===== src/rtl/srt_pkg.sv =====
// Shared constants and types for the SRT2 divider / shift_add_mac pair.
// Latency-related constants come from one place so both blocks and their
// benches agree on iteration counts.
// Build option: define RADIX4_EN to retire two multiplier bits per step.
package srt_pkg;

  localparam int unsigned WID = 64;
  localparam int unsigned ACC_W = 2 * WID;
  localparam int unsigned SHAMT_W = $clog2(ACC_W);

`ifdef RADIX4_EN
  localparam int unsigned STEP_BITS = 2;
`else
  localparam int unsigned STEP_BITS = 1;
`endif

  localparam int unsigned ITERS = WID / STEP_BITS;
  localparam int unsigned CNT_W = $clog2(ITERS);

  typedef enum logic [1:0] {
    IDLE = 2'd0,
    RUN  = 2'd1,
    DONE = 2'd2
  } state_t;

endpackage


===== src/rtl/shift_add_mac_if.sv =====
// Request/response bus shared by shift_add_mac and the SRT2 divider.
// master: drives operands and valid; slave: returns busy, ready, result, overflow.
interface shift_add_mac_if;
  import srt_pkg::*;

  logic [WID-1:0]   multiplicand;
  logic [WID-1:0]   multiplier;
  logic [WID-1:0]   addend;
  logic             valid;
  logic             busy;
  logic             ready;
  logic [ACC_W-1:0] result;
  logic             overflow;

  modport master (
    output multiplicand, multiplier, addend, valid,
    input  busy, ready, result, overflow
  );

  modport slave (
    input  multiplicand, multiplier, addend, valid,
    output busy, ready, result, overflow
  );

endinterface


===== src/rtl/shift_add_mac_step.sv =====
// mac_step: one shift-add iteration, purely combinational.
// Ports: acc (running sum), a (multiplicand), a3 (3*a, RADIX4_EN only),
//        b_bits (multiplier bits for this step), cnt (iteration index),
//        acc_next_c (acc + selected partial product << STEP_BITS*cnt).
// Build option: RADIX4_EN selects {0,A,2A,3A} from two multiplier bits.
module mac_step
  import srt_pkg::*;
(
  input  logic [ACC_W-1:0]     acc,
  input  logic [WID-1:0]       a,
`ifdef RADIX4_EN
  input  logic [WID+1:0]       a3,
`endif
  input  logic [STEP_BITS-1:0] b_bits,
  input  logic [CNT_W-1:0]     cnt,
  output logic [ACC_W-1:0]     acc_next_c
);

  logic [WID+1:0]   pp_c;
  logic [SHAMT_W-1:0] shamt_c;

  // Partial-product select and weighted add.
  always_comb begin
    pp_c = '0;
`ifdef RADIX4_EN
    case (b_bits)
      2'd1:    pp_c = {2'b00, a};
      2'd2:    pp_c = {1'b0, a, 1'b0};
      2'd3:    pp_c = a3;
      default: pp_c = '0;
    endcase
`else
    if (b_bits[0]) pp_c = {2'b00, a};
`endif
    shamt_c    = SHAMT_W'(SHAMT_W'(cnt) << (STEP_BITS - 1));
    acc_next_c = acc + (ACC_W'(pp_c) << shamt_c);
  end

endmodule


===== src/rtl/shift_add_mac.sv =====
// shift_add_mac: sequential unsigned multiply-accumulate, result = A*B + C.
// Recomposes dividend = quotient*divisor + remainder from SRT2 divider output.
// Ports: clk, rst (synchronous, active-high), bus (shift_add_mac_if.slave):
//   multiplicand/multiplier/addend/valid in; busy/ready/result/overflow out.
// Timing: valid sampled in IDLE; ITERS RUN cycles; result loads on the edge
// entering DONE; ready pulses one cycle on the edge leaving DONE.
// Build option: RADIX4_EN halves RUN length (two multiplier bits per step).
module shift_add_mac
  import srt_pkg::*;
(
  input  logic          clk,
  input  logic          rst,
  shift_add_mac_if.slave bus
);

  state_t             state;
  logic [CNT_W-1:0]   cnt;
  logic [WID-1:0]     a_q;
  logic [WID-1:0]     b_q;
  logic [ACC_W-1:0]   acc_q;
  logic [ACC_W-1:0]   acc_next_c;
`ifdef RADIX4_EN
  logic [WID+1:0]     a3_q;
`endif

  mac_step u_step (
    .acc        (acc_q),
    .a          (a_q),
`ifdef RADIX4_EN
    .a3         (a3_q),
`endif
    .b_bits     (b_q[STEP_BITS-1:0]),
    .cnt        (cnt),
    .acc_next_c (acc_next_c)
  );

  // FSM, operand/accumulator registers and registered outputs.
  always_ff @(posedge clk) begin
    if (rst) begin
      state        <= IDLE;
      cnt          <= '0;
      a_q          <= '0;
      b_q          <= '0;
      acc_q        <= '0;
`ifdef RADIX4_EN
      a3_q         <= '0;
`endif
      bus.busy     <= 1'b0;
      bus.ready    <= 1'b0;
      bus.result   <= '0;
      bus.overflow <= 1'b0;
    end else begin
      bus.ready <= 1'b0;
      case (state)
        IDLE: begin
          if (bus.valid) begin
            a_q      <= bus.multiplicand;
            b_q      <= bus.multiplier;
            acc_q    <= {{WID{1'b0}}, bus.addend};
`ifdef RADIX4_EN
            a3_q     <= {2'b00, bus.multiplicand} + {1'b0, bus.multiplicand, 1'b0};
`endif
            cnt      <= '0;
            bus.busy <= 1'b1;
            state    <= RUN;
          end
        end
        RUN: begin
          acc_q <= acc_next_c;
          // Consumed multiplier bits shift out so the step always sees bit 0 up.
          b_q   <= b_q >> STEP_BITS;
          cnt   <= cnt + 1'b1;
          if (cnt == CNT_W'(ITERS - 1)) begin
            bus.result   <= acc_next_c;
            bus.overflow <= |acc_next_c[ACC_W-1:WID];
            state        <= DONE;
          end
        end
        DONE: begin
          bus.ready <= 1'b1;
          bus.busy  <= 1'b0;
          state     <= IDLE;
        end
        default: state <= IDLE;
      endcase
    end
  end

endmodule


===== src/flat_wrapper.sv =====
// flat-port wrapper written by rule: the top's interface ports become plain ports
module shift_add_mac_flat import srt_pkg::*;
  (clk, rst, bus_multiplicand, bus_multiplier, bus_addend, bus_valid, bus_busy, bus_ready, bus_result, bus_overflow);
  shift_add_mac_if bus_i ();
  input  logic clk;
  input  logic rst;
  input wire logic [$bits(bus_i.multiplicand)-1:0] bus_multiplicand;
  input wire logic [$bits(bus_i.multiplier)-1:0] bus_multiplier;
  input wire logic [$bits(bus_i.addend)-1:0] bus_addend;
  input wire logic [$bits(bus_i.valid)-1:0] bus_valid;
  output wire logic [$bits(bus_i.busy)-1:0] bus_busy;
  output wire logic [$bits(bus_i.ready)-1:0] bus_ready;
  output wire logic [$bits(bus_i.result)-1:0] bus_result;
  output wire logic [$bits(bus_i.overflow)-1:0] bus_overflow;
  assign bus_i.multiplicand = bus_multiplicand;
  assign bus_i.multiplier = bus_multiplier;
  assign bus_i.addend = bus_addend;
  assign bus_i.valid = bus_valid;
  assign bus_busy = bus_i.busy;
  assign bus_ready = bus_i.ready;
  assign bus_result = bus_i.result;
  assign bus_overflow = bus_i.overflow;
  shift_add_mac u_core (.clk(clk), .rst(rst), .bus(bus_i));
endmodule

===== config.mk =====
export PLATFORM = sky130hd
export DESIGN_NAME = shift_add_mac_flat
export DESIGN_NICKNAME = d
export VERILOG_FILES = /design/src/rtl/srt_pkg.sv /design/src/rtl/shift_add_mac_if.sv /design/src/rtl/shift_add_mac_step.sv /design/src/rtl/shift_add_mac.sv /design/src/flat_wrapper.sv
export SDC_FILE = /design/constraint.sdc
export NUM_CORES = 2
export LEC_CHECK = 0
export CORE_MARGIN = 2
export CORE_UTILIZATION = 40
export CTS_CLUSTER_SIZE = 40
export DETAILED_ROUTE_END_ITERATION = 8
export PLACE_DENSITY = 0.73
export SLEW_MARGIN = 20
export SYNTH_ARGS = -nofsm -noshare
export SYNTH_HDL_FRONTEND = slang
export SYNTH_HIERARCHICAL = 1
export SYNTH_SLANG_ARGS = --single-unit

===== constraint.sdc =====
create_clock -name clk -period 5.15 [get_ports clk]
set_input_delay 1.03 -clock clk [delete_from_list [all_inputs] [get_ports clk]]
set_output_delay 1.03 -clock clk [all_outputs]
set_load 0.02 [all_outputs]

* Yosys cells after proc, flatten, opt, wreduce, memory -nomap -nowiden
Index checks and enable logic that the tools add are counted.
** Storage, ports and cells
- Flip-flop bits (word level) :: 395
- Input port bits :: 195
- Output and inout bits :: 131
- Word-level logic and storage cells :: 39
** Cells by class
- Add/subtract/negate cells :: 2
- Equality and inequality tests :: 5
- Shifts and indexed selects :: 1
- Multiplexer cells :: 13
- Reductions and logical operators :: 9
** Operator list (count)
- $pmux 128 s2 :: 1
- $add 128x128->128 :: 1
- $mux 128 :: 1
- $mux 64 :: 2
- $pmux 64 s2 :: 1
- $shl 66x6->128 :: 1
- $reduce_or 64->1 :: 1
- $pmux 6 s2 :: 1
- $reduce_and 2->1 :: 5
- $add 6x1->6 const B :: 1
- $eq 6x6->1 const B :: 1
- $mux 6 :: 1
- $mux 2 :: 2
- $pmux 2 s2 :: 1
- $reduce_bool 2->1 :: 2
- $eq 2x1->1 const B :: 1
- $eq 2x2->1 const B :: 1
- $logic_not 2->1 :: 1
- $mux 1 :: 2
- $ne 2x1->1 const B :: 1
- $ne 2x2->1 const B :: 1
- $pmux 1 s2 :: 1

* Logic depth before layout (Yosys ltp)
- Depth in word-level cells :: 4
- Depth in mapped cells :: 29

* Cells and area by module
The synthesis kept the hierarchy.
** Modules (own cells, without submodules)
- shift_add_mac :: instances 1, cells an instance 1891, area each 14767.9 µm², seq. area each 7907.6 µm²
- mac_step :: instances 1, cells an instance 2120, area each 13526.7 µm², seq. area each 0.0 µm²

* Worst setup path after synthesis
No wires, ideal clock.
- Path type :: reg2reg
- From :: register u_core.cnt[0]
- To :: register u_core.bus.overflow
- Arrival time :: 5.267 ns
- Slack :: -0.255 ns
- Cell stages (with the launch flop) :: 27
- Buffers on the path :: 4
- Period minus slack after synthesis :: 5.405 ns
- Cell sequence :: dfxtp_1 clkbuf_1 buf_2 buf_4 mux4_2 nand3_1 o21ai_0 mux2i_1 mux2i_1 nand2_1 o21ai_0 ha_1 clkbuf_1 o21ai_0 o211ai_1 a41o_1 a221oi_1 nor2_1 a21oi_2 nand2_1 a21boi_1 o21ai_0 xor2_1 nor4_1 nand4_1 nor4_1 a211oi_1
** On the way
- Word-level cells in the longest chain between the ends :: 3
- Elaborated cells between the ends (all ways) :: 5
- Those cells by class :: add/sub: 1; eq/ne: 1; shift: 1; reduce/logical: 2
** RTL lines
- from (decl) :: RTL line shift_add_mac.sv:17 : logic [CNT_W-1:0] cnt;
- from (signal assigned) :: RTL line shift_add_mac.sv:72 : cnt <= cnt + 1'b1;
- $shl 66x6->128 :: RTL line shift_add_mac_step.sv:36 : acc_next_c = acc + (ACC_W'(pp_c) << shamt_c);
- $add 128x128->128 :: RTL line shift_add_mac_step.sv:36
- via u_core.acc_next_c[82] :: RTL line shift_add_mac.sv:21 : logic [ACC_W-1:0] acc_next_c;
- $reduce_or 64->1 :: RTL line shift_add_mac.sv:75 : bus.overflow <= |acc_next_c[ACC_W-1:WID];
- to (signal assigned) :: RTL line shift_add_mac.sv:75
- to (decl) :: RTL line shift_add_mac_if.sv:22 : output busy, ready, result, overflow
The timed path passes the listed nets, and every way through them passes these cells.
A chain may end at the register's enable or synchronous reset.

* Worst setup path after layout
Ends and elaborated chain as after synthesis.

==> impl_metrics.sql <==
INSERT INTO impl_metrics (metric_group, metric, value, unit) VALUES
('logic_synthesis', 'post-synth-top-area-fraction', '27.9', '%'),
('drt', 'drt_pre_antenna_iters', '8', ''),
('logic_synthesis', 'async_reset_ff_share', '0', '%'),
('die', 'die_h', '270', 'um'),
('critical_path', 'timing_worst_setup_path_type', 'reg2reg', ''),
('drt', 'detailroute.via_count', '34900', ''),
('job', 'drv_cap', '0', ''),
('drt', 'drtIter0Drc', '3409', ''),
('global_route', 'gr-usage-all-layers', '31.4', '%'),
('layout', 'fill_cell_total_of_the_finished_layout', '5775', ''),
('layout', 'finalNetCount', '5535', ''),
('logic_synthesis', 'synth_common_cells', 'sky130_fd_sc_hd__nand2_1, sky130_fd_sc_hd__nor2_1, sky130_fd_sc_hd__a21oi_1', ''),
('critical_path', 'worstSetupStartpoint', 'u_core/cnt[0]', ''),
('global_route', 'grt_max_degree', '163', ''),
('clocking', 'ctsLongestPathBuffers', '3', ''),
('sta', 'slew_violations', '0', ''),
('min_path', 'min_from', 'u_core/bus.result[67]', ''),
('clocking', 'cts_hold_buffers', '0', ''),
('sta', 'post-route-period-util', '115', '%'),
('logic_synthesis', 'yosysTopAreaCell', 'sky130_fd_sc_hd__dfxtp_1', ''),
('global_route', 'global_route.overflow_total', '0', ''),
('logic_synthesis', 'flops_latches_synth', '395', ''),
('placement', 'dp_hpwl', '92700', 'um'),
('drt', 'drt-wirelength-per-cell', '20.0', 'um'),
('sta', 'slew_headroom', '27.8', '%'),
('critical_path', 'cp_slowest_stage_delay', '0.53', 'ns'),
('layout', 'n_antenna_cell', '0', ''),
('clocking', 'clkTransAtPathRegs', '0.06', 'ns'),
('placement', 'pre_cts_ws', '-1.35', 'ns'),
('sta', 'setup-violations-final', '99', ''),
('logic_synthesis', 'post-synth-top-count-cell', 'sky130_fd_sc_hd__nand2_1', ''),
('placement', 'gpl.final_weighted_congestion', '1.05', ''),
('min_path', 'hold_path_class', 'reg2reg', ''),
('sta', 'slew_of_the_pin_with_the_lowest_slew_margin', '1.08', 'ns'),
('die', 'initial_utilization', '40.4', '%'),
('critical_path', 'critPathSlowestCell', 'sky130_fd_sc_hd__mux4_2', ''),
('global_route', 'wire_length_of_the_first_global_routing_pass', '184000', 'um'),
('logic_synthesis', 'synth_nets', '4335', ''),
('sta', 'rsz0062_at_grt', 'yes', ''),
('run_status', 'result_of_the_run', 'finished, violations left', ''),
('die', 'chipWidth', '270', 'um'),
('logic_synthesis', 'synth.area.top_cells', 'sky130_fd_sc_hd__dfxtp_1, sky130_fd_sc_hd__nand2_1, sky130_fd_sc_hd__nor2_1, sky130_fd_sc_hd__a21oi_1, sky130_fd_sc_hd__ha_1', ''),
('power_and_ir_drop', 'total_leakage_power', '18.7', 'nW'),
('clocking', 'clock_latency', '0.60', 'ns'),
('sta', 'maximum_clock_frequency', '170', 'MHz'),
('sta', 'hold_viol', '0', ''),
('logic_synthesis', 'ys_seq_area_share', '27.9', '%'),
('clocking', 'ctsHtreeMaxLevel', '2', ''),
('critical_path', 'cp_max_fo', '5', ''),
('sta', 'finalClockSkew', '0.0311', 'ns'),
('layout', 'layout-drive-gt1-share', '36.2', '%'),
('power_and_ir_drop', 'largest_vdd_supply_drop', '0.000211', 'V'),
('power_and_ir_drop', 'power', '8.32', 'mW'),
('sta', 'setup-tns-final', '-16.78', 'ns'),
('logic_synthesis', 'yosysUniqueCellTypes', '92', ''),
('sta', 'layout_setup_ws', '-0.749', 'ns'),
('die', 'placeableCoreArea', '70000', 'um^2'),
('critical_path', 'cp-start-kind', 'register', ''),
('drt', 'drt_drc_violations_left', '0', ''),
('clocking', 'tritoncts', 'yes', ''),
('drt', 'detail_route.wirelength', '124000', 'um'),
('logic_synthesis', 'postSynthCellCount', '4011', ''),
('critical_path', 'critPathMostFrequentCell', 'sky130_fd_sc_hd__buf_6', ''),
('run_status', 'failed_checks', 'negative setup slack', ''),
('die', 'floorplan_die_area', '72900', 'um^2'),
('drt', 'antenna_left', '0', ''),
('critical_path', 'worst_r2r_startpoint', 'u_core/cnt[0]', ''),
('sta', 'finalCriticalPeriod', '5.90', 'ns'),
('clocking', 'cts_num_sinks', '395', ''),
('global_route', 'initial_antenna_violation_count', '2', ''),
('critical_path', 'timing.critical_path.required', '5.60', 'ns');
==> path summary, 6_finish.rpt <==
path                                              end  slack [ns]  cells past startpoint
worst max-delay path              u_core/bus.overflow       -0.75                     31
worst min-delay path            u_core/bus.result[67]        0.45                      2
worst max register to register    u_core/bus.overflow       -0.75                     31
worst min register to register  u_core/bus.result[67]        0.45                      2
==> cells in the final DEF (no fill, tap or decap), types with 20 or more instances in the layout <==
cell type                         instances
sky130_fd_sc_hd__o21ai_0                 75
sky130_fd_sc_hd__nor2_1                 635
sky130_fd_sc_hd__ha_4                    40
sky130_fd_sc_hd__xnor2_1                 45
sky130_fd_sc_hd__a21oi_4                 20
sky130_fd_sc_hd__clkdlybuf4s50_1        324
sky130_fd_sc_hd__nor2_2                  51
sky130_fd_sc_hd__dfxtp_1                390
sky130_fd_sc_hd__nand4_1                 70
sky130_fd_sc_hd__o21a_1                  28
sky130_fd_sc_hd__inv_1                   36
sky130_fd_sc_hd__buf_6                   76
sky130_fd_sc_hd__nand3_1                124
sky130_fd_sc_hd__nor4_2                  48
sky130_fd_sc_hd__a21oi_2                 80
sky130_fd_sc_hd__ha_1                    80
sky130_fd_sc_hd__buf_4                 1025
sky130_fd_sc_hd__a21oi_1                387
sky130_fd_sc_hd__a21o_1                  60
sky130_fd_sc_hd__buf_12                  28
sky130_fd_sc_hd__o21bai_1                31
sky130_fd_sc_hd__o21ai_2                 48
sky130_fd_sc_hd__o21ai_1                 45
sky130_fd_sc_hd__mux2i_4                 20
sky130_fd_sc_hd__nor4_1                 105
sky130_fd_sc_hd__mux4_2                  36
sky130_fd_sc_hd__nand2_1                659
sky130_fd_sc_hd__xor2_1                  34
sky130_fd_sc_hd__mux2i_2                 27
sky130_fd_sc_hd__nand2_2                 41
sky130_fd_sc_hd__clkbuf_16               45
sky130_fd_sc_hd__mux2i_1                 47
==> metal layers <==
metal | wire, um | track usage (%)
met1 | 52700 | 43.0
met2 | 56500 | 50.7
met4 | 4930 | 10.1
met3 | 9730 | 4.52
met5 | 0 | 0
==> stage by stage <==
stage	cells	hold slack, ns	util (%)	instance area (um^2)
detailed placement	5934	0.446	55.6	38900
CTS	6098	0.454	61.3	43000
global route	6183	0.472	65.3	45700
global placement	5934	0.441	55.6	38900
floorplan	4011	0.443	-	28300
finish	6183	0.452	65.3	45700
==> state kept, by name (all words and copies together), names as in the netlist <==
name	cells
u_core/a_q	64
u_core/bus.overflow	1
u_core/b_q	64
u_core/bus.result	128
u_core/cnt	6
u_core/bus.busy	1
u_core/bus.ready	1
u_core/acc_q	128
u_core/state	2
==> cell type report <==
class / count / area (um^2) / area share, %
timing repair buffer: 1459 / 12500 / 27.2
multi-input combinational: 3271 / 22600 / 49.3
clock buffer: 54 / 1210 / 2.65
clock inverter: 23 / 244 / 0.534
sequential: 395 / 7920 / 17.3
inverter: 41 / 156 / 0.342
tap: 940 / 1180 / 2.57
==> cells by family (layout without fill, tap and decap cells) <==
| family | after synthesis | count (layout) | share of synthesized area (%) |
|---|---|---|---|
| buf+inv | 345 | 1577 | 5.36 |
| mux | 147 | 147 | 6.87 |
| xor+xnor | 122 | 122 | 3.78 |
| fa+ha+maj | 129 | 129 | 5.73 |
| compound gates | 974 | 974 | 20.6 |
| flops | 395 | 395 | 27.9 |
| simple gates | 1899 | 1899 | 29.7 |
==> report_power, final <==
group	leakage (nW)	internal [mW]	switching [mW]
clock	0.700	1.84	1.40
sequential	3.23	3.20	0.131
combinational	14.8	0.846	0.912
==> timing repair <==
item | 4_1_cts | 5_1_grt
buffers inserted | 91 | 103
endpoints found under the setup margin | 155 | 171
cloned | 1 | 0
gates resized for setup | 421 | 453
pin swaps | 120 | 154
==> worst max-delay path, delay by kind of cell, from the launching register on <==
kind / cells / cell delay [ns]
AOI/OAI and AO/OA: 8 / 1.54
DFF: 1 / 0.42
and+or+nand+nor: 10 / 1.44
muxes: 2 / 0.71
xor gates and xnor gates: 1 / 0.06
adders and majority gates: 1 / 0.34
buffers and inverters: 9 / 1.25
Power figures use the tool's default switching activity.
